[src/rtl/c13_prod_accum_pkg.sv]
// Shared types and constants for the c13 product accumulator.
// Optional macro SATURATE_EN (see c13_acc_add) selects saturating accumulation.
package c13_pkg;

    localparam int PROD_W    = 8;
    localparam int ACC_W_DEF = 16;
    localparam int CNT_W_DEF = 8;

    typedef enum logic {
        IDLE,
        DRAIN
    } state_t;

    // Width of the drain beat index; never below one bit.
    function automatic int beat_w(input int acc_w);
        return (acc_w / 8 > 1) ? $clog2(acc_w / 8) : 1;
    endfunction

endpackage

[src/rtl/c13_prod_accum_if.sv]
// Product-in / byte-stream-out bundle between the multiplier side and the accumulator.
interface c13_prod_accum_if #(
    parameter int CNT_W = c13_pkg::CNT_W_DEF
);
    import c13_pkg::*;

    logic [PROD_W-1:0] prod;
    logic              prod_valid;
    logic              prod_ready;
    logic              clear;
    logic              rd_req;
    logic [7:0]        out_byte;
    logic              out_valid;
    logic              out_last;
    logic              busy;
    logic [CNT_W-1:0]  acc_count;
    logic              ovf;

    modport master (
        output prod, prod_valid, clear, rd_req,
        input  prod_ready, out_byte, out_valid, out_last, busy, acc_count, ovf
    );

    modport slave (
        input  prod, prod_valid, clear, rd_req,
        output prod_ready, out_byte, out_valid, out_last, busy, acc_count, ovf
    );

endinterface

[src/rtl/c13_acc_add.sv]
// Accumulator adder: acc + zero-extended product with carry-out.
// SATURATE_EN defined: an overflowing sum clamps to all-ones; otherwise it wraps.
module c13_acc_add
    import c13_pkg::*;
#(
    parameter int ACC_W = ACC_W_DEF
) (
    input  logic [ACC_W-1:0]  acc,
    input  logic [PROD_W-1:0] prod,
    output logic [ACC_W-1:0]  acc_next,
    output logic              carry
);

    logic [ACC_W:0] sum;

    assign sum   = {1'b0, acc} + (ACC_W + 1)'(prod);
    assign carry = sum[ACC_W];

`ifdef SATURATE_EN
    assign acc_next = carry ? '1 : sum[ACC_W-1:0];
`else
    assign acc_next = sum[ACC_W-1:0];
`endif

endmodule

[src/rtl/c13_prod_accum.sv]
// Multiply-accumulate back end: sums products, snapshots on rd_req, drains LSB byte first.
// Build with SATURATE_EN defined for a saturating accumulator.
module c13_prod_accum
    import c13_pkg::*;
#(
    parameter int ACC_W = ACC_W_DEF,
    parameter int CNT_W = CNT_W_DEF
) (
    input logic             clk,
    input logic             rst_n,
    c13_prod_accum_if.slave bus
);

    localparam int NB     = ACC_W / 8;
    localparam int BEAT_W = beat_w(ACC_W);

    logic [ACC_W-1:0]  acc, snap, add_sum, acc_sum;
    logic [CNT_W-1:0]  count;
    logic              ovf, carry, accept, start, last_beat;
    state_t            state, state_next;
    logic [BEAT_W-1:0] beat, beat_next;
    logic [7:0]        byte_q, byte_next;
    logic              valid_q, valid_next, last_q, last_next, busy_q, busy_next;

    assign bus.prod_ready = ~bus.clear;
    assign accept         = bus.prod_valid & ~bus.clear;

    c13_acc_add #(.ACC_W(ACC_W)) u_add (
        .acc      (acc),
        .prod     (bus.prod),
        .acc_next (add_sum),
        .carry    (carry)
    );

    // Value acc would take this edge; the snapshot must include a same-edge accept.
    assign acc_sum   = accept ? add_sum : acc;
    assign last_beat = (state == DRAIN) && (beat == BEAT_W'(NB - 1));
    assign start     = bus.rd_req && ((state == IDLE) || last_beat);

    // NOTE: every always_comb output gets a default first, so no path can infer a latch.
    always_comb begin
        state_next = state;
        beat_next  = beat;
        byte_next  = '0;
        valid_next = 1'b0;
        last_next  = 1'b0;
        busy_next  = 1'b0;
        if (start) begin
            state_next = DRAIN;
            beat_next  = '0;
            byte_next  = acc_sum[7:0];
            valid_next = 1'b1;
            last_next  = (NB == 1);
            busy_next  = 1'b1;
        end else if (state == DRAIN) begin
            if (last_beat) begin
                state_next = IDLE;
            end else begin
                beat_next  = beat + 1'b1;
                byte_next  = snap[8*int'(beat_next) +: 8];
                valid_next = 1'b1;
                last_next  = (beat_next == BEAT_W'(NB - 1));
                busy_next  = 1'b1;
            end
        end
    end

    // NOTE: sequential state uses non-blocking assignments so all registers update together.
    always_ff @(posedge clk or negedge rst_n) begin
        if (!rst_n) begin
            state   <= IDLE;
            beat    <= '0;
            byte_q  <= '0;
            valid_q <= 1'b0;
            last_q  <= 1'b0;
            busy_q  <= 1'b0;
        end else begin
            state   <= state_next;
            beat    <= beat_next;
            byte_q  <= byte_next;
            valid_q <= valid_next;
            last_q  <= last_next;
            busy_q  <= busy_next;
        end
    end

    // Snapshot wins over clear, which wins over an accept.
    always_ff @(posedge clk or negedge rst_n) begin
        if (!rst_n) begin
            acc   <= '0;
            snap  <= '0;
            count <= '0;
            ovf   <= 1'b0;
        end else if (start) begin
            snap  <= acc_sum;
            acc   <= '0;
            count <= '0;
            ovf   <= 1'b0;
        end else if (bus.clear) begin
            acc   <= '0;
            count <= '0;
            ovf   <= 1'b0;
        end else if (accept) begin
            acc <= add_sum;
            if (count != '1) count <= count + 1'b1;
            if (carry) ovf <= 1'b1;
        end
    end

    assign bus.out_byte  = byte_q;
    assign bus.out_valid = valid_q;
    assign bus.out_last  = last_q;
    assign bus.busy      = busy_q;
    assign bus.acc_count = count;
    assign bus.ovf       = ovf;

endmodule
[src/flat_wrapper.sv]
// flat-port wrapper written by rule: the top's interface ports become plain ports
module c13_prod_accum_flat import c13_pkg::*;
#(
    parameter int ACC_W = ACC_W_DEF,
    parameter int CNT_W = CNT_W_DEF
)
  (clk, rst_n, bus_prod, bus_prod_valid, bus_clear, bus_rd_req, bus_prod_ready, bus_out_byte, bus_out_valid, bus_out_last, bus_busy, bus_acc_count, bus_ovf);
  c13_prod_accum_if #(.CNT_W(CNT_W)) bus_i ();
  input logic clk;
  input logic rst_n;
  input wire logic [$bits(bus_i.prod)-1:0] bus_prod;
  input wire logic [$bits(bus_i.prod_valid)-1:0] bus_prod_valid;
  input wire logic [$bits(bus_i.clear)-1:0] bus_clear;
  input wire logic [$bits(bus_i.rd_req)-1:0] bus_rd_req;
  output wire logic [$bits(bus_i.prod_ready)-1:0] bus_prod_ready;
  output wire logic [$bits(bus_i.out_byte)-1:0] bus_out_byte;
  output wire logic [$bits(bus_i.out_valid)-1:0] bus_out_valid;
  output wire logic [$bits(bus_i.out_last)-1:0] bus_out_last;
  output wire logic [$bits(bus_i.busy)-1:0] bus_busy;
  output wire logic [$bits(bus_i.acc_count)-1:0] bus_acc_count;
  output wire logic [$bits(bus_i.ovf)-1:0] bus_ovf;
  assign bus_i.prod = bus_prod;
  assign bus_i.prod_valid = bus_prod_valid;
  assign bus_i.clear = bus_clear;
  assign bus_i.rd_req = bus_rd_req;
  assign bus_prod_ready = bus_i.prod_ready;
  assign bus_out_byte = bus_i.out_byte;
  assign bus_out_valid = bus_i.out_valid;
  assign bus_out_last = bus_i.out_last;
  assign bus_busy = bus_i.busy;
  assign bus_acc_count = bus_i.acc_count;
  assign bus_ovf = bus_i.ovf;
  c13_prod_accum #(.ACC_W(ACC_W), .CNT_W(CNT_W)) u_core (.clk(clk), .rst_n(rst_n), .bus(bus_i));
endmodule
[config.mk]
export PLATFORM = sky130hd
export DESIGN_NAME = c13_prod_accum_flat
export DESIGN_NICKNAME = d
export VERILOG_FILES = /design/src/rtl/c13_prod_accum_pkg.sv /design/src/rtl/c13_prod_accum_if.sv /design/src/rtl/c13_acc_add.sv /design/src/rtl/c13_prod_accum.sv /design/src/flat_wrapper.sv
export SDC_FILE = /design/constraint.sdc
export NUM_CORES = 1
export LEC_CHECK = 0
export BUFFER_PORTS_ARGS = -buffer_cell sky130_fd_sc_hd__buf_2
export CORE_MARGIN = 3
export CORE_UTILIZATION = 43
export DETAILED_ROUTE_END_ITERATION = 7
export PLACE_DENSITY = 0.65
export SLEW_MARGIN = 15
export SYNTH_ARGS = -nofsm -noshare
export SYNTH_HDL_FRONTEND = slang
export SYNTH_SLANG_ARGS = --single-unit
[constraint.sdc]
create_clock -name clk -period 2.75 [get_ports clk]
set_clock_uncertainty 0.15 [all_clocks]
set_input_delay 0.1375 -clock clk [delete_from_list [all_inputs] [get_ports clk]]
set_output_delay 0.1375 -clock clk [all_outputs]
set_load 0.005 [all_outputs]
# Word level (Yosys, flattened, before mapping)

Cells that the tools add are included.

Input port bits: 13
Output and inout port bits: 21
Bits in registers: 52

Reductions and logical operators: 10
Multiplexer cells: 23
Shift operators: 1
Equal/unequal tests: 2
Add/subtract/negate cells: 3
Bitwise gates (word level): 3

Operators with widths:

| cell                | number |
|---|---|
| $mux 8              | 7 |
| $mux 16             | 3 |
| $add 16x8->17       | 1 |
| $shiftx 16x5->8     | 1 |
| $mux 1              | 13 |
| $reduce_bool 3->1   | 3 |
| $add 8x1->8 const B | 1 |
| $ne 8x8->1 const B  | 1 |
| $reduce_and 2->1    | 3 |
| $logic_and 1x1->1   | 2 |
| $ne 2x1->1 const B  | 1 |
| $not 1->1           | 2 |
| $reduce_bool 2->1   | 1 |
| $add 1x1->1 const B | 1 |
| $and 1x1->1         | 1 |
| $logic_or 1x1->1    | 1 |

# Depth between registers and ports, before layout

Depth after elaboration: 5
Mapped depth: 8
Mapped depth without buffers: 8

# Hierarchy

Synthesis repeated with hierarchy kept, for this count alone.

Cells, all modules: 253
Area, all modules: 2509.9 um^2

By module, submodules not included:

| module         | cells an instance | seq. area each (um^2) | times used | area an instance (um^2) |
|---|---|---|---|---|
| c13_prod_accum | 169               | 1101.1                | 1          | 1915.6 |
| c13_acc_add    | 84                | 0.0                   | 1          | 594.3 |

# Worst setup path after synthesis

No wires, ideal clock.

Path type: reg-to-reg
Start point: reg u_core.acc[0]
End point: reg u_core.byte_q[6], in the netlist u_core.bus.out_byte[6]
Stages on the path, launching flop included: 9
Slack: 0.468 ns
Period minus slack after synthesis: 2.282 ns
Data arrival time: 2.008 ns
Data required time: 2.476 ns
Buffers on the path: 0
Setup time: 0.124 ns
Path through: dfrtp_1 -> ha_1 -> fa_1 -> a21o_1 -> and4_1 -> a211oi_1 -> xor2_1 -> nor3_1 -> a211o_1

Cells in the longest elaborated chain, start to end: 3

RTL lines:

| what                     | RTL line              | text |
|---|---|---|
| start: declaration       | c13_prod_accum.sv:17  | `logic [ACC_W-1:0] acc, snap, add_sum, acc_sum;` |
| start signal: assignment | c13_prod_accum.sv:104 | `acc <= add_sum;` |
| $add 16x8->17            | c13_acc_add.sv:16     | `assign sum = {1'b0, acc} + (ACC_W + 1)'(prod);` |
| $mux 16                  | --                    |  |
| $mux 8                   | c13_prod_accum.sv:48  | `if (start) begin` |
| via u_core.byte_next[6]  | c13_prod_accum.sv:22  | `logic [7:0] byte_q, byte_next;` |
| end signal: assignment   | c13_prod_accum.sv:80  | `byte_q <= byte_next;` |
| end: declaration         | c13_prod_accum.sv:22  |  |

The timed path passes the listed nets, and every way through them passes these cells.
A chain may end at the register's enable or synchronous reset.

# Worst setup path in the final report

Ends and elaborated chain as after synthesis.

==> impl_metrics.toml <==
[place]
post-dp-hpwl_mm = 2.99
gp_congestion = 0.838
port_buffers = 33
dp_cells = 306

[cells_and_area]
fin_cells = 316
areaGrowthSynthToFinish_pct = 19.2
n_antenna_cell = 0
fill_cells = 464
nets = 271
drive_gt1_frac = 0.209
seq_area_um2 = 1100
multi_input_area_um2 = 1010

[floorplan]
die_x_um = 76.7
boundaryPins = 34
die-area_um2 = 5890
rows = 25
dieHeight_um = 76.7
core_area_um2 = 4790
start_util = 0.450

[setup_path]
slowest_delay_ns = 0.40
path_depth = 8
r2r_end = "u_core.bus.out_byte[6]"
worstPathArrival_ns = 2.44
crit_slowest_cell = "fa_1"
path_max_fanout = 3
ff2ff_setup_slack_ns = 0.34
r2r_cells = 8
start_kind = "flip-flop"
crit_buf_inv = 0
critPathKind = "flip-flop to flip-flop"
cp_cell_sequence = "ha_1, fa_1, a21o_1, and4_1, a211oi_1, xor2_1, nor3_1, a211o_1"
critPathTopFamily = "compound AO/OA/AOI/OAI gates"
r2r_start = "u_core.acc[0]"
required_ns = 2.79
cp-end-kind = "flip-flop"

[route]
first_pass_iters = 4
wl_per_cell_um = 13.3
viasPerCell = 4.99
drt-initial-drc-count = 62
final_antenna_net_count = 0
drc = 0
routed_wl_mm = 4.20
vias = 1577

[logic_synthesis]
async_flop_share = 1.00
netlist_area_um2 = 2150
synth_ff_type = "dfrtp_1"
synth.distinct_cells = 36
synthCells = 212
yosysSeqAreaShare = 0.512
ys_warn_count = 0
syn-num-nets = 235
synth-seq-cells = 44
avgSynthCellArea_um2 = 10.2
synth_edf_count = 0

[hold_path]
whs_endpoint = "u_core.acc[0]"
hp-start = "bus_prod[0]"
hold_path_class = "input port to flip-flop"
worstHoldPathCells = 4

[outcome]
status = "completed"

[global_routing]
grt_max_degree = 45
antenna_found_initial = 0
grt.total_usage = 0.153
grt_pass1_vias = 1547
grt_pass1_wl_mm = 7.32
grt.overflow.total = 0

[clock_network]
h-tree-depth = 2
clk-insertion-delay-late_ns = 0.29
cts_buffer_depth = 2
cts_resized = 0
cts_sinks = 44
cts_made_buffers = 5
cts.clk_slew.worst_paths_ns = 0.09
cts_tree = "done"
post_cts_buffers = 0
cts_root_buf = "clkbuf_8"

[timing]
max_freq_mhz = 416
setup_tns_ns = 0
maxSlewHeadroom = 0.357
setup_viol = 0
hold_viol = 0
rsz0062_at_grt = "false"
drv_slew = 0
worst_pin_slew_ns = 0.964
finalCritPeriodShare = 0.875
fin_crit_ns = 2.41

[pwr]
powerDensity_nw_per_um2 = 592
peakVddDrop_v = 0.000306
p_leak_nw = 1.30

[job]
cap_violations = 0
-- power by group --
part           total, mW  switching [mW]  internal (mW)
sequential         0.677          0.0105          0.666
combinational      0.167           0.102         0.0648
clock              0.675           0.221          0.454
-- worst min-delay path, stage by stage --
cell and delay [ns]:
buf_2 0.08, ha_1 0.12, mux2i_1 0.08, nor2_1 0.11
-- kinds of logic (layout without fill, tap and decap cells) --
kind of cell    count (synthesis)  after routing  synth area share
xor+xnor                       20             20            0.0814
buf+inv                        10             47            0.0192
simple gates                   81             81             0.174
mux                             6              6            0.0279
compound gates                 41             41             0.124
flops                          44             44             0.512
fa+ha+maj                      10             10            0.0616
-- synthesized netlist by cell type (6+ instances only) --
cell       n  area [um2]
dfrtp_1   44        1100
nor2_1    32         120
nand2_1   22        82.6
o21ai_0   13        65.1
xor2_1    11        96.3
ha_1       9         113
xnor2_1    9        78.8
a21oi_1    8        40.0
a21o_1     7        52.6
clkbuf_1   6        22.5
mux2i_1    6        60.1
nand3_1    6        30.0
-- cell usage in the layout (no fill, tap or decap), types with 2 or more instances in the layout --
cell type / count
mux2i_1: 6
nand4_1: 4
xnor2_1: 9
o21a_1: 2
nand3_1: 6
or2_2: 3
a21o_1: 7
and3_1: 2
bufinv_16: 3
and4_1: 3
clkbuf_8: 5
a21o_2: 3
xor2_1: 11
nor2b_1: 3
a211o_1: 2
buf_4: 3
dfrtp_1: 44
dlygate4sd3_1: 2
o21ai_0: 13
nand2_1: 22
buf_2: 33
ha_1: 9
nor2_1: 32
a21oi_1: 8
-- state kept, by name, summed over array words and instances (netlist names) --
name / flops
u_core.acc: 16
u_core.bus.out_byte: 8
u_core.bus.ovf: 1
u_core.bus.out_last: 1
u_core.state: 1
u_core.beat: 1
u_core.snap: 8
u_core.bus.acc_count: 8
-- per-stage QoR --
stage	cell area (um2)	power, mW	setup slack, ns	utilization	hold slack [ns]
floorplan	2150	0.796	0.468	-	-0.308
global placement	2390	0.855	0.368	0.499	0.195
detailed placement	2390	0.857	0.340	0.499	0.194
CTS	2560	1.54	0.323	0.536	0.125
global route	2560	1.58	0.212	0.536	0.176
finish	2560	1.52	0.343	0.536	0.117
-- worst max path at each step --
stage | start | end
6_report | u_core.acc[0] | u_core.bus.out_byte[6]
5_1_grt | u_core.acc[0] | u_core.bus.out_byte[6]
4_1_cts | u_core.acc[0] | u_core.bus.out_byte[6]
3_5_place_dp | u_core.acc[0] | u_core.bus.out_byte[6]
3_3_place_gp | u_core.acc[0] | u_core.bus.out_byte[6]
2_1_floorplan | u_core.acc[0] | u_core.bus.out_byte[6]
-- cell type report --
type	count	area share
Sequential cell	44	0.429
Multi-Input combinational cell	158	0.394
Timing Repair Buffer	38	0.0810
Clock inverter	3	0.0351
Tap cell	67	0.0327
Clock buffer	5	0.0268
Inverter	1	0.00146
-- routing by layer --
metal	GRT usage	wire, um
met1	0.225	2110
met2	0.226	1840
met3	0.0282	197
met4	0.0543	51
met5	0	0
-- timing repair --
action,CTS,global route
endpoints found under the setup margin,0,0
endpoints found under the hold margin,46,0
hold buffers,2,0
Note: power is estimated with default switching activity, not from simulation.
